`config.mk`:
```
export PLATFORM = sky130hd
export DESIGN_NAME = dmem_hs
export DESIGN_NICKNAME = d
export VERILOG_FILES = /design/src/rtl/dmem_hs.sv
export SDC_FILE = /design/constraint.sdc
export NUM_CORES = 1
export LEC_CHECK = 0
export CAP_MARGIN = 20
export CORE_MARGIN = 5
export CORE_UTILIZATION = 40
export CTS_CLUSTER_SIZE = 10
export DETAILED_ROUTE_END_ITERATION = 10
export DONT_BUFFER_PORTS = 1
export PLACE_DENSITY_LB_ADDON = 0.1
export SYNTH_ARGS = -nofsm -noshare
export SYNTH_HDL_FRONTEND = slang
export SYNTH_SLANG_ARGS = --single-unit
```
`constraint.sdc`:
```
create_clock -name clk -period 2.2 [get_ports clk]
set_input_delay 0.33 -clock clk [delete_from_list [all_inputs] [get_ports clk]]
set_output_delay 0.33 -clock clk [all_outputs]
set_load 0.05 [all_outputs]
```
`src/rtl/dmem_hs.sv`:
```
// Handshaked data memory with per-lane write masks, programmable wait states
// and an optional zero-fill sequence after reset. One access in flight at a time.
module dmem_hs #(
  parameter int DATA_W     = 8,
  parameter int ADDR_W     = 4,
  parameter int LANE_W     = 4,
  parameter int WAIT       = 1,
  parameter int INIT_CLEAR = 1
) (
  input  logic                       clk,
  input  logic                       rst,
  input  logic                       req_valid,
  output logic                       req_ready,
  input  logic                       req_we,
  input  logic [ADDR_W-1:0]          req_addr,
  input  logic [DATA_W-1:0]          req_wdata,
  input  logic [DATA_W/LANE_W-1:0]   req_mask,
  output logic                       rsp_valid,
  input  logic                       rsp_ready,
  output logic [DATA_W-1:0]          rsp_rdata,
  output logic                       busy
);

  localparam int LANES = DATA_W / LANE_W;
  localparam int DEPTH = 1 << ADDR_W;
  localparam logic [3:0] WAIT_INIT = (WAIT > 0) ? 4'(WAIT - 1) : 4'd0;

  typedef enum logic [1:0] {S_CLEAR, S_IDLE, S_WAIT, S_RESP} state_t;

  state_t              state;
  logic [DATA_W-1:0]   mem [DEPTH];
  logic [ADDR_W-1:0]   cnt;
  logic [ADDR_W-1:0]   addr_q;
  logic [3:0]          wcnt;
  logic                accept;
  logic [DATA_W-1:0]   acc_word;

  function automatic logic [DATA_W-1:0] lane_merge(
    input logic [DATA_W-1:0] old_w,
    input logic [DATA_W-1:0] new_w,
    input logic [LANES-1:0]  m
  );
    logic [DATA_W-1:0] r;
    r = old_w;
    for (int k = 0; k < LANES; k++)
      if (m[k]) r[k*LANE_W +: LANE_W] = new_w[k*LANE_W +: LANE_W];
    return r;
  endfunction

  // req_ready is high exactly when the FSM sits in IDLE
  assign accept = req_ready && req_valid;

  always_comb begin
    acc_word = mem[req_addr];
    if (req_we) acc_word = lane_merge(mem[req_addr], req_wdata, req_mask);
  end

  // Storage array: zero-fill during CLEAR, masked write at acceptance
  always_ff @(posedge clk) begin
    if (!rst) begin
      if (state == S_CLEAR)
        mem[cnt] <= '0;
      else if (accept && req_we)
        mem[req_addr] <= acc_word;
    end
  end

  always_ff @(posedge clk) begin
    if (accept) addr_q <= req_addr;
  end

  // Control FSM with registered handshake outputs
  always_ff @(posedge clk) begin
    if (rst) begin
      state     <= (INIT_CLEAR != 0) ? S_CLEAR : S_IDLE;
      cnt       <= '0;
      wcnt      <= '0;
      rsp_valid <= 1'b0;
      rsp_rdata <= '0;
      req_ready <= (INIT_CLEAR == 0);
      busy      <= (INIT_CLEAR != 0);
    end else begin
      case (state)
        S_CLEAR: begin
          cnt <= cnt + 1'b1;
          if (cnt == {ADDR_W{1'b1}}) begin
            state     <= S_IDLE;
            busy      <= 1'b0;
            req_ready <= 1'b1;
          end
        end
        S_IDLE: begin
          if (accept) begin
            req_ready <= 1'b0;
            if (WAIT > 0) begin
              state <= S_WAIT;
              wcnt  <= WAIT_INIT;
            end else begin
              // Zero-wait: the response word already carries the write merged this edge
              state     <= S_RESP;
              rsp_valid <= 1'b1;
              rsp_rdata <= acc_word;
            end
          end
        end
        S_WAIT: begin
          if (wcnt == 4'd0) begin
            state     <= S_RESP;
            rsp_valid <= 1'b1;
            rsp_rdata <= mem[addr_q];
          end else begin
            wcnt <= wcnt - 1'b1;
          end
        end
        S_RESP: begin
          if (rsp_ready) begin
            state     <= S_IDLE;
            rsp_valid <= 1'b0;
            req_ready <= 1'b1;
          end
        end
        default: state <= S_IDLE;
      endcase
    end
  end

endmodule

```
; ---- Yosys cells after proc, flatten, opt, wreduce, memory -nomap -nowiden
; Memories as Yosys holds them, arrays and structs flattened. A register that Yosys moved wholly into a read port is not among the register bits.
; Index checks and enable logic that the tools add are counted.
[totals]
mem_bits_rw = 128
reg_bits = 17
rom_bits = 0
mem_count = 1
latchBits = 0
[mem_list]
columns = memory, depth, word_bits, rd, rd_clocked_by_memory_dff, wr, line_no
row1 = mem, 16, 8, 1, 1, 1, 31  ; logic [DATA_W-1:0] mem [DEPTH];
[op_classes]
bitwise_logic = 0
n_eq_ne = 13
n_mul = 0
n_reduce_logical = 16
addsub = 2
n_div = 0
mux = 28
shift = 0
n_lt_le_gt_ge = 0
[ops]
columns = cell, n
row1 = 4-bit 2-to-1 mux, 5
row2 = 8-bit 2-to-1 mux, 2
row3 = 1-bit 2-to-1 mux, 12
row4 = 2-bit != test (second input constant), 6
row5 = 3-bit AND reduction, 4
row6 = 2-bit 2-to-1 mux, 5
row7 = 2-bit case mux with 4 select lines, 1
row8 = 4-bit case mux with 2 select lines, 1
row9 = 4-bit AND reduction, 2
row10 = 8-bit OR reduction, 1
row11 = 4-bit by 1-bit adder with 4-bit output (second input constant), 1
row12 = 2-bit == test (second input constant), 2
row13 = 4-bit == test (second input constant), 1
row14 = 4-bit logical NOT, 1
row15 = 2-bit AND reduction, 2
row16 = 2-bit nonzero test, 2
row17 = 4-bit by 1-bit subtractor with 4-bit output (second input constant), 1
row18 = 1-bit case mux with 3 select lines, 1
row19 = 3-bit nonzero test, 1
row20 = 2-bit by 1-bit == test with 1-bit output (second input constant), 1
row21 = 1-bit logical AND, 2
row22 = 2-bit logical NOT, 1
row23 = 1-bit != test (second input constant), 2
row24 = 2-bit by 1-bit != test with 1-bit output (second input constant), 1
row25 = 1-bit case mux with 2 select lines, 1

; ---- Longest topological paths before layout
[logic_depth]
depth_word = 9
mapped_depth = 9
depth_no_buf = 6

; ---- Worst setup path before layout
; No wires, ideal clock.
[synth_path]
path_kind = flip-flop to flip-flop
start = register req_ready
end = memory mem[13][0] (enable)
setup_ns = 0.361
path_stages_with_launch = 7
slack_ns = -0.047
arrival_time_ns = 1.886
required_time_ns = 1.839
path_buffers = 2
path_cell_list = dfxtp_1 and3_2 and3_4 buf_8 buf_12 a31oi_4 nor3_1
[synth_between]
elab_chain_len = 9
elab_cells_between_ends = 11
[synth_lines]
columns = element, line_no
row1 = "start, declared", 13  ; output logic req_ready,
row2 = "start signal, assigned", 80  ; req_ready <= (INIT_CLEAR == 0);
row3 = 1-bit logical AND *, 51  ; assign accept = req_ready && req_valid;
row4 = 1-bit logical AND *, 63  ; else if (accept && req_we)
row5 = 1-bit 2-to-1 mux *, 63
row6 = 1-bit 2-to-1 mux *, 61  ; if (state == S_CLEAR)
row7 = 1-bit 2-to-1 mux *, 60  ; if (!rst) begin
row8 = 1-bit 2-to-1 mux (implied by the code) *, 64  ; mem[req_addr] <= acc_word;
row9 = 3-bit AND reduction (no line), --
row10 = 8-bit OR reduction (no line), --
row11 = 4-bit 2-to-1 mux (no line) or 2-bit 2-to-1 mux (tied branches), --
row12 = "end, declared", 31
; Every way passes the cells marked *; elsewhere a longest branch is shown, timed or not.

; ---- Worst setup path after layout
[layout_path]
start = register state[1]
end = memory mem[1][0] (enable)
[layout_between]
elab_chain_len = 7
elab_cells_between_ends = 12
[layout_lines]
columns = element, line_no
row1 = "start, declared", 30  ; state_t state;
row2 = "start signal, assigned", 75  ; state <= (INIT_CLEAR != 0) ? S_CLEAR : S_IDLE;
row3 = 2-bit logical NOT *, 61
row4 = 1-bit 2-to-1 mux, 61
row5 = 1-bit 2-to-1 mux, 60
row6 = 1-bit 2-to-1 mux (implied by the code), 64
row7 = 3-bit AND reduction (no line), --
row8 = 8-bit OR reduction (no line), --
row9 = 4-bit 2-to-1 mux (no line) or 2-bit 2-to-1 mux (tied branches), --
; Marks and branches as above.

==> summary.json <==
{
  "outcome": "completed",
  "critical_path.cell_chain": "inv_1 > ha_2 > buf_4 > a41oi_1 > or2_2 > buf_4 > nor3_1 > buf_4",
  "synth_xor_xnor_area_share": 0.00819,
  "coreArea_mm2": 0.0158,
  "number_of_antenna_violations_at_the_first_check_in_global_routing": 0,
  "vias_per_cell": 5.17,
  "grt_pass1_vias": 3654,
  "clock_sink_count": 153,
  "synth_cells": 369,
  "min_period_ps": 2140,
  "drt_wl_total_mm": 13.7,
  "antenna-diode-count": 0,
  "hold_vio_cnt_final": 0,
  "io_buffer_count": 0,
  "cts_buffer_depth": 2,
  "finalMaxSlewViolations": 0,
  "ys_seq_elements": 153,
  "tritoncts": "built",
  "cp_num_buf_inv": 4,
  "synth_edf_count": 132,
  "synthArstFlopShare": 0,
  "gpl_wtd_cong": 0.767,
  "cts_made_buffers": 17,
  "cp_data_arrival_time_ps": 2270,
  "setup_violators_final": 0,
  "drt_first_pass_iters": 4,
  "setup.worst_path.start_class": "register",
  "syn_area_per_cell_um2": 17.4,
  "initialDrtViolationCount": 239,
  "yosysUniqueCellTypes": 49,
  "required_time_worst_endpoint_ps": 2330,
  "worst_pin_slew_ps": 699,
  "pre_cts_ws_ps": -41.2,
  "synth_compound_gate_area_share": 0.0394,
  "start_util": 0.406,
  "boundary_pin_count": 30,
  "finish.instance_area_mm2": 0.00773,
  "clk_root_buffer_cell": "sky130_fd_sc_hd__clkbuf_16",
  "clk_pin_slew_worst_paths_ps": 60,
  "groute.usage.overall": 0.159,
  "dieWidth_um": 137,
  "final_net_count": 461,
  "fmax_mhz": 468,
  "route.detailed.wl_per_inst_um": 20.6,
  "synth_fa_ha_area_frac": 0.0117,
  "synth_top_cells_by_count": "132 x sky130_fd_sc_hd__edfxtp_1, 32 x sky130_fd_sc_hd__mux4_2, 25 x sky130_fd_sc_hd__nor3_1",
  "grt_total_ovfl": 0,
  "rsz_0062_raised_after_global_routing": "true",
  "utilization": 0.488,
  "post-route-worst-setup-slack_ps": 64.5,
  "design.die.area_mm2": 0.0187,
  "critical-path-top-cell-by-count": "sky130_fd_sc_hd__buf_4",
  "clock_latency_on_the_worst_skew_pair_ps": 420,
  "largest_stage_delay_on_the_critical_path_ps": 390,
  "timing.setup.tns_ps": 0,
  "sequential_to_total_area_share_from_yosys_stat": 0.683,
  "total_leakage_power_uw": 0.00269,
  "worstHoldPathType": "in -> reg",
  "floorplan.die.height_um": 137,
  "critical-path-slowest-cell": "sky130_fd_sc_hd__or2_2",
  "yosys_warnings": 0,
  "path_delay_family": "simple AND/OR/NAND/NOR gates",
  "max-cap-violations": 0,
  "worst-path-max-fanout": 8,
  "synth_top_cells_by_area": "sky130_fd_sc_hd__edfxtp_1 62%, sky130_fd_sc_hd__mux4_2 11%, sky130_fd_sc_hd__dfxtp_1 6.5%, sky130_fd_sc_hd__mux2i_1 2.7%, sky130_fd_sc_hd__nor3_1 1.9%",
  "mappedNetlistNets": 394,
  "cts-htree-levels": 4,
  "category_of_the_critical_setup_timing_path": "reg -> reg",
  "slew-limit-headroom": 0.531,
  "total_power_uw": 7660,
  "drive_above_1_share": 0.339,
  "yosys.area_share.simple": 0.0819,
  "yosysMostFrequentCell": "sky130_fd_sc_hd__edfxtp_1",
  "std_cell_rows": 46,
  "postSynth.topFlopCell": "sky130_fd_sc_hd__edfxtp_1",
  "pin_count_of_the_biggest_net_entering_global_routing": 25,
  "place_hpwl_mm": 9.52,
  "vias": 3439,
  "grt_first_pass_wirelength_mm": 21.3,
  "synth_area_mm2": 0.00642,
  "syn2layout_area_growth_pct": 20.3,
  "yosys.area.top_type": "sky130_fd_sc_hd__edfxtp_1",
  "drc": 0,
  "category_of_the_worst_setup_path_capture_point": "register",
  "largest_family_of_logic_cells_by_synthesized_area": "multiplexers",
  "ir_drop_uv": 499,
  "detailed_place.area_mm2": 0.00705,
  "layout_worst_path_cycle_share": 0.971,
  "post_drt_antenna_nets": 0,
  "mux_cell_area_share_after_synthesis": 0.153,
  "synth_top_area_share": 0.617,
  "clock_skew_ps": 7.45,
  "power-per-cell-area_mw_per_mm2": 992
}
[cell usage in the layout (no fill, tap or decap), drive strengths merged, types with 2 or more instances in the layout]
cell type,count
edfxtp,132
buf,62
mux4,32
nor3,25
nor2,23
mux2i,23
dfxtp,21
clkbuf,20
and2,10
nand3b,9
o221ai,8
clkinv,8
nor2b,7
inv,6
ha,6
dlygate4sd3,5
xnor2,4
a21oi,4
nand2,3
o21bai,3
a21o,3
clkinvlp,3
a31oi,3
nand3,3
or2,3
a41oi,2
or3,2
xor2,2
a311oi,2
nand4,2
and3,2
[per-layer routing]
layer / track usage / routed length (µm) / vias up
met2: 0.246 / 6410 / 65
li1: - / - / 1612
met3: 0.0526 / 654 / 19
met4: 0.0694 / 323 / 0
met5: 0 / 0 / -
met1: 0.206 / 6310 / 1743
[through the flow]
stage          hold slack [ps]  std cells
6_report                   104        665
5_1_grt                   95.3        665
4_1_cts                   85.9        663
3_5_place_dp               403        626
3_3_place_gp               403        626
2_1_floorplan              429        369
[path summary, 6_finish.rpt]
check	cells after the start	to	start	slack (ps)
min reg2reg	2	wcnt[1]$_SDFFE_PP0P_	wcnt[1]$_SDFFE_PP0P_	510
max	8	mem[1][0]$_DFFE_PP_	state[1]$_SDFFE_PP0P_	60
min	2	rsp_valid$_SDFFE_PP0P_	rsp_ready	100
max reg2reg	8	mem[1][0]$_DFFE_PP_	state[1]$_SDFFE_PP0P_	60
[cells by family (layout without fill, tap and decap cells)]
| kind of cell | Yosys count | count (layout) |
|---|---|---|
| flip-flops | 153 | 153 |
| AND/OR/NAND/NOR | 94 | 94 |
| multiplexers | 55 | 55 |
| AO/OA/AOI/OAI | 30 | 30 |
| buffers and inverters | 25 | 105 |
| adder cells (fa/ha/maj) | 6 | 6 |
| XOR/XNOR | 6 | 6 |
[timing repair]
action / CTS / global route
setup endpoints to repair: 8 / 98
setup buffers: 0 / 2
pin swaps: 0 / 1
hold buffers: 5 / 0
gates cloned: 0 / 0
gates resized for setup: 0 / 14
endpoints found under the hold margin: 13 / 0
[state kept, by name (all words and copies together), names as in the netlist]
name,count
wcnt,4
cnt,4
state,2
rsp_rdata,8
addr_q,4
busy,1
rsp_valid,1
req_ready,1
mem,128
[cell type report]
class,instances,area [µm²]
Fill cell,1345,8100
Sequential cell,153,4390
Multi-Input combinational cell,191,1950
Timing Repair Buffer,67,553
Clock buffer,20,437
Tap cell,216,270
Clock inverter,12,104
Inverter,6,22.5
[where the power goes]
part | switching [µW] | internal, µW | leakage, µW
Combinational | 791 | 711 | 0.000969
Clock | 1080 | 1550 | 0.000260
Sequential | 174 | 3360 | 0.00146
(Power assumes the default switching activity.)
